===== src/rtl/qstage_ctrl_csr.sv =====
// Write master for qstage tables: software fills shadow ADDR/SEL/DATA through a
// 32-bit register port, then GO launches a burst of REPEAT+1 single-cycle stage writes.
module qstage_ctrl_csr #(
  parameter int A_WIDTH         = 4,
  parameter int D_WIDTH         = 64,
  parameter int PARTS_CNT       = 4,
  parameter int PARTS_CNT_WIDTH = $clog2(PARTS_CNT)
) (
  input  logic                       clk_i,
  input  logic                       rst_n_i,
  input  logic [7:0]                 csr_addr_i,
  input  logic                       csr_wr_i,
  input  logic [31:0]                csr_wrdata_i,
  input  logic                       csr_rd_i,
  output logic [31:0]                csr_rddata_o,
  output logic [A_WIDTH-1:0]         wr_addr_o,
  output logic [D_WIDTH-1:0]         wr_data_o,
  output logic [PARTS_CNT_WIDTH-1:0] wr_sel_o,
  output logic                       wr_en_o
);
  localparam int WORDS = (D_WIDTH + 31) / 32;
  localparam int DW    = WORDS * 32;
  localparam logic [DW-1:0] DMASK = {DW{1'b1}} >> (DW - D_WIDTH);

  typedef enum logic {IDLE, RUN} state_t;

  state_t              state;
  logic                auto_inc, run_auto, err;
  logic [7:0]          rep, cnt;
  logic [A_WIDTH-1:0]  sh_addr;
  logic [31:0]         sh_sel;
  logic [DW-1:0]       sh_data;
  logic [15:0]         commit;
  logic [31:0]         rd_val;

  logic ctrl_wr, go, sel_ok, busy;
  assign ctrl_wr = csr_wr_i && (csr_addr_i == 8'd0);
  assign go      = ctrl_wr && csr_wrdata_i[0];
  // Full 32-bit shadow so out-of-range selects are detected, not truncated.
  assign sel_ok  = sh_sel < 32'(PARTS_CNT);
  assign busy    = (state == RUN);

  // Shadow registers, commit counter and sticky error.
  always_ff @(posedge clk_i or negedge rst_n_i) begin
    if (!rst_n_i) begin
      auto_inc <= 1'b0;
      rep      <= '0;
      sh_addr  <= '0;
      sh_sel   <= '0;
      sh_data  <= '0;
      commit   <= '0;
      err      <= 1'b0;
    end else begin
      if (csr_wr_i) begin
        case (csr_addr_i)
          8'd0: begin
            auto_inc <= csr_wrdata_i[1];
            rep      <= csr_wrdata_i[15:8];
          end
          8'd1: sh_addr <= csr_wrdata_i[A_WIDTH-1:0];
          8'd2: sh_sel  <= csr_wrdata_i;
          default: ;
        endcase
        for (int k = 0; k < WORDS; k++)
          if (csr_addr_i == 8'(4 + k))
            sh_data[k*32 +: 32] <= csr_wrdata_i & DMASK[k*32 +: 32];
      end
      if (wr_en_o) commit <= commit + 16'd1;
      // Set has priority over write-one-to-clear.
      if (go && (busy || !sel_ok))
        err <= 1'b1;
      else if (csr_wr_i && csr_addr_i == 8'd3 && csr_wrdata_i[16])
        err <= 1'b0;
    end
  end

  always_ff @(posedge clk_i or negedge rst_n_i) begin
    if (!rst_n_i) begin
      state     <= IDLE;
      cnt       <= '0;
      run_auto  <= 1'b0;
      wr_addr_o <= '0;
      wr_data_o <= '0;
      wr_sel_o  <= '0;
      wr_en_o   <= 1'b0;
    end else begin
      case (state)
        IDLE: begin
          // AUTO_INC/REPEAT come from the GO write itself.
          if (go && sel_ok) begin
            wr_addr_o <= sh_addr;
            wr_data_o <= sh_data[D_WIDTH-1:0];
            wr_sel_o  <= sh_sel[PARTS_CNT_WIDTH-1:0];
            cnt       <= csr_wrdata_i[15:8];
            run_auto  <= csr_wrdata_i[1];
            wr_en_o   <= 1'b1;
            state     <= RUN;
          end
        end
        RUN: begin
          if (cnt == 8'd0) begin
            wr_en_o <= 1'b0;
            state   <= IDLE;
          end else begin
            cnt <= cnt - 8'd1;
            if (run_auto) wr_addr_o <= wr_addr_o + A_WIDTH'(1);
          end
        end
        default: state <= IDLE;
      endcase
    end
  end

  always_comb begin
    rd_val = '0;
    case (csr_addr_i)
      8'd0: rd_val = {16'd0, rep, 6'd0, auto_inc, busy};
      8'd1: rd_val[A_WIDTH-1:0] = sh_addr;
      8'd2: rd_val = sh_sel;
      8'd3: rd_val = {15'd0, err, commit};
      default: ;
    endcase
    for (int k = 0; k < WORDS; k++)
      if (csr_addr_i == 8'(4 + k)) rd_val = sh_data[k*32 +: 32];
  end

  always_ff @(posedge clk_i or negedge rst_n_i) begin
    if (!rst_n_i)      csr_rddata_o <= '0;
    else if (csr_rd_i) csr_rddata_o <= rd_val;
  end
endmodule


===== config.mk =====
export PLATFORM = sky130hd
export DESIGN_NAME = qstage_ctrl_csr
export DESIGN_NICKNAME = d
export VERILOG_FILES = /design/src/rtl/qstage_ctrl_csr.sv
export SDC_FILE = /design/constraint.sdc
export NUM_CORES = 1
export LEC_CHECK = 0
export CAP_MARGIN = 20
export CORE_MARGIN = 2
export CORE_UTILIZATION = 40
export CTS_CLUSTER_DIAMETER = 100
export DETAILED_ROUTE_END_ITERATION = 10
export HOLD_SLACK_MARGIN = 0.05
export MAX_ROUTING_LAYER = met4
export RECOVER_POWER = 100
export SLEW_MARGIN = 20
export SYNTH_ARGS = -nofsm -noshare
export SYNTH_HDL_FRONTEND = slang
export SYNTH_SLANG_ARGS = --single-unit

===== constraint.sdc =====
create_clock -name clk_i -period 2.4 [get_ports clk_i]
set_input_delay 0.36 -clock clk_i [delete_from_list [all_inputs] [get_ports clk_i]]
set_output_delay 0.36 -clock clk_i [all_outputs]
set_load 0.01 [all_outputs]

After elaboration in Yosys (flattened, before gate mapping)
Index checks and enable logic that the tools add are counted.
{ "totals": {"regBits": 239, "in_bits": 44, "word_cells": 69, "out_inout_bits": 103} }
{ "op_classes": {"bitwise": 1, "eq_ne": 9, "reduce_logical": 20, "add_sub_neg": 3, "magnitude_cmp": 1, "n_mux": 19} }
{ "op_table": {"columns": ["cell", "count"], "rows": [
  ["case mux 28 bit (3 select lines)", 1],
  ["two-way mux 32 bit", 2],
  ["less-than comparator 32 x 3 -> 1 bit, second input constant", 1],
  ["adder 16 x 1 -> 16 bit, second input constant", 1],
  ["equality test 8 x 2 -> 1 bit, second input constant", 2],
  ["equality test 8 x 3 -> 1 bit, second input constant", 2],
  ["logical NOT 8 bit", 2],
  ["two-way mux 8 bit", 2],
  ["case mux 4 bit (4 select lines)", 1],
  ["case mux 8 bit (2 select lines)", 1],
  ["AND reduction 2 bit", 8],
  ["two-way mux 4 bit", 3],
  ["equality test 8 x 1 -> 1 bit, second input constant", 1],
  ["case mux 4 bit (2 select lines)", 1],
  ["subtractor 8 x 1 -> 8 bit, second input constant", 1],
  ["logical AND 1 bit", 6],
  ["two-way mux 1 bit", 6],
  ["adder 4 x 1 -> 4 bit, second input constant", 1],
  ["inequality test 2 x 1 -> 1 bit, second input constant", 2],
  ["inequality test 2 bit, second input constant", 2],
  ["case mux 1 bit (2 select lines)", 2],
  ["AND reduction 3 bit", 1],
  ["nonzero test 2 bit", 1],
  ["logical NOT 1 bit", 1],
  ["other kinds (2)", 2]
]} }

Logic depth before layout (Yosys ltp)
Gate-level depths: netlist (run 1).
{ "depth": {"ltp_word": 6, "ltp_mapped": 9, "depth_no_buf": 8} }

Worst setup path before layout (run 1)
OpenSTA, ideal clock, no wires.
{ "synth_timing": {"kind": "in2reg", "start": "in csr_addr_i[4]", "end": "reg sh_data[32]", "setup_slack_ps": 181, "cell_stages": 8, "setup_time_ps": 125, "arrival_ps": 2094, "required_ps": 2275, "cell_sequence": "or4_4 -> buf_6 -> nor2_8 -> nand4b_4 -> or2_1 -> buf_6 -> buf_12 -> mux2_4"} }
{ "synth_between": {"elab_chain_cells": 2} }
{ "synth_lines": {"columns": ["element", "line_no", "source"], "rows": [
  ["start: declaration", "11", "input logic [7:0] csr_addr_i,"],
  ["equality test 8 x 3 -> 1 bit", "65", "if (csr_addr_i == 8'(4 + k))"],
  ["AND reduction 2 bit (no source line)", null, null],
  ["end signal: indexed assignment", "66", "sh_data[k*32 +: 32] <= csr_wrdata_i & DMASK[k*32 +: 32];"],
  ["end: declaration", "32", "logic [DW-1:0] sh_data;"]
]} }
No other way between the ends.
A chain may end at the register's enable or synchronous reset.

Final worst setup path (run 1)
{ "layout_timing": {"start": "reg sh_sel[16]", "end": "reg wr_data_o[30]"} }
{ "layout_between": {"elab_chain_cells": 3} }
{ "layout_lines": {"columns": ["element", "line_no", "source"], "rows": [
  ["start: declaration", "31", "logic [31:0] sh_sel;"],
  ["start signal: assignment", "61", "8'd2: sh_sel <= csr_wrdata_i;"],
  ["less-than comparator 32 x 3 -> 1 bit", "40", "assign sel_ok = sh_sel < 32'(PARTS_CNT);"],
  ["logical AND 1 bit", "90", "if (go && sel_ok) begin"],
  ["AND reduction 2 bit (no source line)", null, null],
  ["end signal: assignment", "92", "wr_data_o <= sh_data[D_WIDTH-1:0];"],
  ["end: declaration", "17", "output logic [D_WIDTH-1:0] wr_data_o,"]
]} }
No other way between the ends.

==> results of run 1 <==
## state kept, by name (all words and copies together), names as in the netlist, 4 cells and up
register and count:
sh_sel 32, commit 16, csr_rddata_o 32, cnt 8
wr_addr_o 4, rep 8, sh_data 64, wr_data_o 64
sh_addr 4
## how the worst min path moves through the flow
stage                   from                            to  slack [ns]  cells past startpoint
floorplan            rst_n_i          auto_inc$_DFFE_PN0N_        0.06                      0
global placement     rst_n_i        sh_data[9]$_DFFE_PN0P_        0.37                      1
detailed placement   rst_n_i          run_auto$_DFFE_PN0P_        0.37                      1
CTS                 csr_rd_i  csr_rddata_o[31]$_DFFE_PN0P_        0.27                      2
global route        csr_rd_i  csr_rddata_o[31]$_DFFE_PN0P_        0.32                      2
finish              csr_rd_i  csr_rddata_o[31]$_DFFE_PN0P_        0.29                      2
## kinds of logic after synthesis
| group | Yosys count |
|---|---|
| AO/OA/AOI/OAI | 116 |
| XOR/XNOR | 19 |
| adder cells (fa/ha/maj) | 3 |
| buffers and inverters | 61 |
| flip-flops | 239 |
| multiplexers | 187 |
| AND/OR/NAND/NOR | 144 |
## synthesized netlist by cell type, types with 4 or more instances
cell      number  area share [%]
xnor2_1       13             1.1
o22ai_1       16            0.97
nand2_1       40             1.5
mux2_2       148              16
a222oi_1       6            0.58
a21oi_1       10            0.49
and3_1         4            0.24
nor4_1         9            0.55
a22oi_1       13            0.95
dfrtp_1      239              58
nand3_1       10            0.49
nor2_1        44             1.6
mux2i_1        9            0.87
a221o_1        6            0.58
buf_2         13            0.63
mux2_4        30             4.4
o21ai_0       15            0.73
o211ai_1       6            0.44
o221a_2        6            0.66
xor2_1         6            0.51
buf_1          7            0.25
clkbuf_1      18            0.66
nand4_1        6            0.36
inv_1         15            0.55
nor3_1         6            0.29
a31oi_1       23             1.4
## cells in the final DEF, fill, tap and decap left out, types with 9 or more instances in the layout
cell             count
a21oi_1             10
a22oi_1             13
a31oi_1             23
buf_4               35
clkbuf_1            11
clkbuf_16           26
clkbuf_2            11
clkdlybuf4s50_1     40
dfrtp_1            239
dlygate4sd3_1      105
inv_1               15
mux2_1              29
mux2_2             148
mux2i_1              9
nand2_1             40
nand3_1             10
nor2_1              44
nor4_1               9
o21ai_0             15
o22ai_1             16
xnor2_1             13
## layer usage
| layer | global-route usage [%] | vias up | wire, µm |
|---|---|---|---|
| li1 | - | 3192 | - |
| met1 | 28.06 | 3464 | 12240 |
| met2 | 32.39 | 160 | 12040 |
| met3 | 2.235 | 24 | 1139 |
| met4 | 4.111 | 0 | 369 |
| met5 | - | - | 0 |
## final cells by class
type / count / share of cell area [%]
Sequential cell: 239 / 45.62
Multi-Input combinational cell: 469 / 29.64
Timing Repair Buffer: 206 / 14.81
Clock buffer: 35 / 5.373
Tap cell: 330 / 3.149
Clock inverter: 7 / 0.9448
Inverter: 16 / 0.4581
## what timing repair did
item,in CTS,in global routing
setup buffers,0,0
endpoints found under the setup margin,0,7
endpoints found under the hold margin,62,0
gates resized for setup,0,2
hold buffers,1,0
## report_power, final
group | total (mW) | internal [mW] | switching (mW)
logic | 0.968 | 0.497 | 0.471
registers | 4.54 | 4.28 | 0.255
clock network | 3.95 | 2.36 | 1.59
## worst max-delay path, delay by kind of cell (launching register included)
family / cells / cell delay [ns]
buf+inv: 1 / 0.21
flops: 1 / 0.41
mux: 1 / 0.29
simple gates: 3 / 1.29
==> reports/metrics.yaml, run 1 <==
yosysWarnings: 0
p_per_area_mw_per_mm2: 721.1
dieArea_mm2: 0.02708
slew_headroom_pct: -23.82
critPathLaunchType: "flop"
first_pass_iters: 5
fp.dieH_um: 164.6
stdcell_area_mm2: 0.01311
slowest_stage: "nor4_1"
worstRegToRegCells: 5
hp-class: "in2reg"
dp.final_hpwl_um: 17980
antennaDiodeCount: 0
fin_setup_tns_ns: 0
cts_made_buffers: 26
synth_top_family_by_area: "multiplexers"
antenna_found_initial: 0
crit_start: "sh_sel[16]$_DFFE_PN0P_"
arrival_ns: 2.74
multi_input_area_mm2: 0.003886
yosys.area_share.simple_pct: 7.548
ant_nets: 0
port_buffers: 146
dpl.cell_count: 1259
r2r-start: "sh_sel[16]$_DFFE_PN0P_"
post_dp_cell_area_mm2: 0.01250
grt_pass1_wl_um: 41190
nFillCells: 2234
ff2ff_setup_slack_ns: 0.06
drt_iter0_markers: 532
crit_required_ns: 2.81
synthArstFlopShare_pct: 100.0
clk_latency_ns: 0.53
min_period_ns: 2.335
start_util_pct: 40.83
synth_fp_nets: 816
stdcell_count: 1302
utilization_pct: 51.91
synth_compound_area_share_pct: 7.997
drv_cap: 1
cts_sinks: 239
syn_area_mm2: 0.01031
synth_xor_area_share_pct: 1.614
grt_max_degree: 70
outcome: "finished, violations left"
first_global_vias: 7198
row_count: 58
crit_chain: "nor4_1 -> nand4_1 -> or3_4 -> buf_12 -> mux2_2"
fmax_ghz: 0.4283
post-route-drc-count: 0
synth.distinct_cells: 55
netlist_instances: 769
post-place-ws_ns: -0.2977
vdd_drop_max_mv: 0.4861
finalWirelength_um: 25780
end_kind: "flop"
finalPower_mw: 9.454
finalCritPeriodShare_pct: 97.29
muxShareOfSynthArea_pct: 21.41
drive_above_1_share_pct: 26.65
worst_slew_pin_slew_ns: 1.857
timing.hold.ws_ns: 0.2942
ys_seq_area_share_pct: 58.00
wl_per_cell_um: 19.80
boundaryPins: 147
crit_type: "reg2reg"
area_delta_synth_final_pct: 27.15
synth_edf_count: 0
synth_fa_ha_area_share_pct: 0.3640
cp_max_fo: 33
tritoncts: "yes"
regArea_mm2: 0.005981
cts_root_buf: "clkbuf_16"
vias: 6840
routabilityCongestion: 0.8079
grt_overflow: 0
via_per_inst: 5.253
fin_skew_ns: 0.01563
placeableCoreArea_mm2: 0.02525
failed_checks: "capacitance limit, slew limit"
grt_usage_pct: 20.18
finalWorstSetupSlack_ns: 0.06497
final_max_slew_viol_count: 67
fin_nets: 1005
p_leak_nw: 6.390
clk_pin_slew_ns: 0.06
setup_viol_count_final: 0
finalHoldViolCount: 0
htreeDepth: 1
reg2reg_to: "wr_data_o[30]$_DFFE_PN0P_"
syn_area_per_cell_um2: 13.41
rsz0062_at_grt: "no"
crit_end: "wr_data_o[30]$_DFFE_PN0P_"
die_x_um: 164.6
synth_ff_type: "dfrtp_1"
ys_ff_latch: 239
max_stage_delay_ns: 0.53
cts_buffer_depth: 3
Power figures use the tool's default switching activity.
==> run 2: changes to the inputs <==
--- a/config.mk
+++ b/config.mk
@@ -5,11 +5,13 @@
 export SDC_FILE = /design/constraint.sdc
 export NUM_CORES = 1
 export LEC_CHECK = 0
+export ABC_AREA = 0
 export CAP_MARGIN = 20
 export CORE_MARGIN = 2
 export CORE_UTILIZATION = 40
 export CTS_CLUSTER_DIAMETER = 100
 export DETAILED_ROUTE_END_ITERATION = 10
+export DONT_BUFFER_PORTS = 1
 export HOLD_SLACK_MARGIN = 0.05
 export MAX_ROUTING_LAYER = met4
 export RECOVER_POWER = 100
@@ -17,3 +19,4 @@
 export SYNTH_ARGS = -nofsm -noshare
 export SYNTH_HDL_FRONTEND = slang
 export SYNTH_SLANG_ARGS = --single-unit
+export TNS_END_PERCENT = 5
==> run 2 against run 1 <==
  * The flow finishes with violations (hold timing)
  * Worst setup slack better by 0.061 ns
  * Via count is 5.4% lower
  * Register-to-register slack better by 0.06 ns
  * Hold slack worse by 0.74 ns
  * Cell area is 10% lower
  * First-iteration DRC count is 14% lower
  * Clock skew is 0.0062 ns lower
  * Critical path depth is 1 higher
  * Global-route usage is 0.75 points lower
  * Clock power is 4% higher
  * Critical path type unchanged
==> reports/metrics.yaml, run 2 (synthesized netlist as in run 1, its figures left out) <==
finalWirelength_um: 25400  # -1.5%
via_per_inst: 5.555  # +5.7%
stdcell_count: 1165  # -11%
die_x_um: 164.6  # unchanged
p_per_area_mw_per_mm2: 796.5  # +10%
start_util_pct: 40.83  # unchanged
arrival_ns: 2.67  # -0.07 ns
fmax_ghz: 0.4398  # +2.7%
dpl.cell_count: 1083  # -14%
antennaDiodeCount: 0  # unchanged
outcome: "finished, violations left"
ant_nets: 0  # unchanged
tritoncts: "yes"
placeableCoreArea_mm2: 0.02525  # unchanged
post-place-ws_ns: 0.1025  # +0.4001 ns
min_period_ns: 2.274  # -0.06119 ns
p_leak_nw: 5.582  # -13%
grt_overflow: 0  # unchanged
layout_commonest_cell: "dfrtp_1"
largestRegisters: "sh_data (64), wr_data_o (64)"
drt_iter0_markers: 458  # -14%
drv_cap: 0  # -1
postCtsHoldBufs: 34  # +33
routabilityCongestion: 0.7761  # -3.9%
grt_max_degree: 240  # +240%
finalCritPeriodShare_pct: 94.74  # -2.5 points
row_count: 58  # unchanged
hp-class: "in2async"
cts_sinks: 239  # unchanged
first_global_vias: 6671  # -7.3%
worst_slew_pin_slew_ns: 0.8136  # -1.044 ns
crit_required_ns: 2.80  # about the same
clk_pin_slew_ns: 0.06  # about the same
grt_usage_pct: 19.43  # -0.75 points
layout_common_cells: "dfrtp_1 (239), mux2_2 (148), nor2_1 (45)"
grt_pass1_wl_um: 39520  # -4.1%
final_max_slew_viol_count: 0  # -100%
cts_root_buf: "clkbuf_16"
cts_made_buffers: 26  # unchanged
fp.dieH_um: 164.6  # unchanged
slew_headroom_pct: 45.76  # +70 points
dieArea_mm2: 0.02708  # unchanged
end_kind: "flop"
fin_nets: 862  # -14%
wl_per_cell_um: 21.80  # +10%
fin_setup_tns_ns: 0  # unchanged
failed_checks: "hold timing"
fin_skew_ns: 0.009440  # -0.006190 ns
finalWorstSetupSlack_ns: 0.1262  # +0.06119 ns
port_buffers: 0  # -100%
finalPower_mw: 9.380  # -0.78%
timing.hold.ws_ns: -0.4463  # -0.7405 ns
setup_viol_count_final: 0  # unchanged
finalHoldViolCount: 239  # +239
antenna_found_initial: 0  # unchanged
cp_max_fo: 31  # -6.1%
post-route-drc-count: 0  # unchanged
rsz0062_at_grt: "no"
drive_above_1_share_pct: 28.14  # +1.5 points
clk_latency_ns: 0.52  # about the same
utilization_pct: 46.63  # -5.3 points
crit_type: "reg2reg"
dp.final_hpwl_um: 16630  # -7.5%
cts_buffer_depth: 3  # unchanged
htreeDepth: 1  # unchanged
nFillCells: 2265  # +1.4%
boundaryPins: 147  # unchanged
area_delta_synth_final_pct: 14.21
vias: 6472  # -5.4%
vdd_drop_max_mv: 0.5475  # +13%
first_pass_iters: 5  # unchanged
critPathLaunchType: "flop"
## run 2: cell count changes in the layout (fill, tap and decap cells not counted), sizes merged
cell	change
buf	-25
clkbuf	-3
clkinv	+3
clkdlybuf4s50	-40
clkinvlp	+1
bufinv	-1
dlygate4sd3	-72
## run 2: final cells by class
type / count / area [µm²] / share of cell area, %
timing repair buffer: 63 / 558.0 / 4.739
clock buffer: 38 / 777.0 / 6.598
multi-input combinational: 469 / 3875 / 32.90
inverter: 16 / 60.06 / 0.5100
sequential: 239 / 5981 / 50.79
clock inverter: 10 / 112.6 / 0.9562
tap: 330 / 412.9 / 3.506
## run 2: repair_timing
action / 4_1_cts / 5_1_grt
setup endpoints to repair: 0 / 10
setup buffers: 0 / 0
hold endpoints to repair: 387 / 239
gates resized for setup: 0 / 1
## run 2: path summary, 6_finish.rpt
check	startpoint	end	slack, ns	cells after the start
worst min-delay path	rst_n_i	cnt[1]$_DFFE_PN0P_	-0.45	0
worst max-delay path	sh_sel[16]$_DFFE_PN0P_	wr_data_o[56]$_DFFE_PN0P_	0.13	6
min in group clk_i	csr_wrdata_i[8]	cnt[0]$_DFFE_PN0P_	0.09	2
worst max register to register	sh_sel[16]$_DFFE_PN0P_	wr_data_o[56]$_DFFE_PN0P_	0.13	6
max in group asynchronous	rst_n_i	wr_addr_o[2]$_DFFE_PN0P_	2.39	0
worst min register to register	commit[15]$_DFFE_PN0P_	commit[15]$_DFFE_PN0P_	0.47	1
## run 2: report_power, final
group	leakage (nW)	internal, mW	switching [mW]
registers	3.24	4.28	0.295
logic	1.91	0.395	0.318
clock network	0.435	2.46	1.63
## run 2: routing by layer
layer  share of wire (%)  track usage [%]
met3                 6.4            4.219
met4                 2.3            5.652
met5                   0                -
met2                  46            29.94
met1                  46            25.98
## run 2: through the flow
step	area [µm²]	hold slack, ns
floorplan	10310	0.06441
global placement	10740	0.07490
detailed placement	10740	0.07561
CTS	11980	-0.4853
global route	11780	-0.4753
finish	11780	-0.4463
## run 2: worst max-delay path, stage by stage, from the launching register on
cell     delay (ns)
dfrtp_1        0.42
nor4_2         0.41
buf_4          0.18
nand4_1        0.10
or3_4          0.48
buf_6          0.23
mux2_2         0.31
==> run 3: changes to the inputs <==
--- a/config.mk
+++ b/config.mk
@@ -6,7 +6,6 @@
 export NUM_CORES = 1
 export LEC_CHECK = 0
 export ABC_AREA = 0
-export CAP_MARGIN = 20
 export CORE_MARGIN = 2
 export CORE_UTILIZATION = 40
 export CTS_CLUSTER_DIAMETER = 100
==> results of run 3 <==
Same layout as run 2: the final DEF is identical, and so are final timing and power.
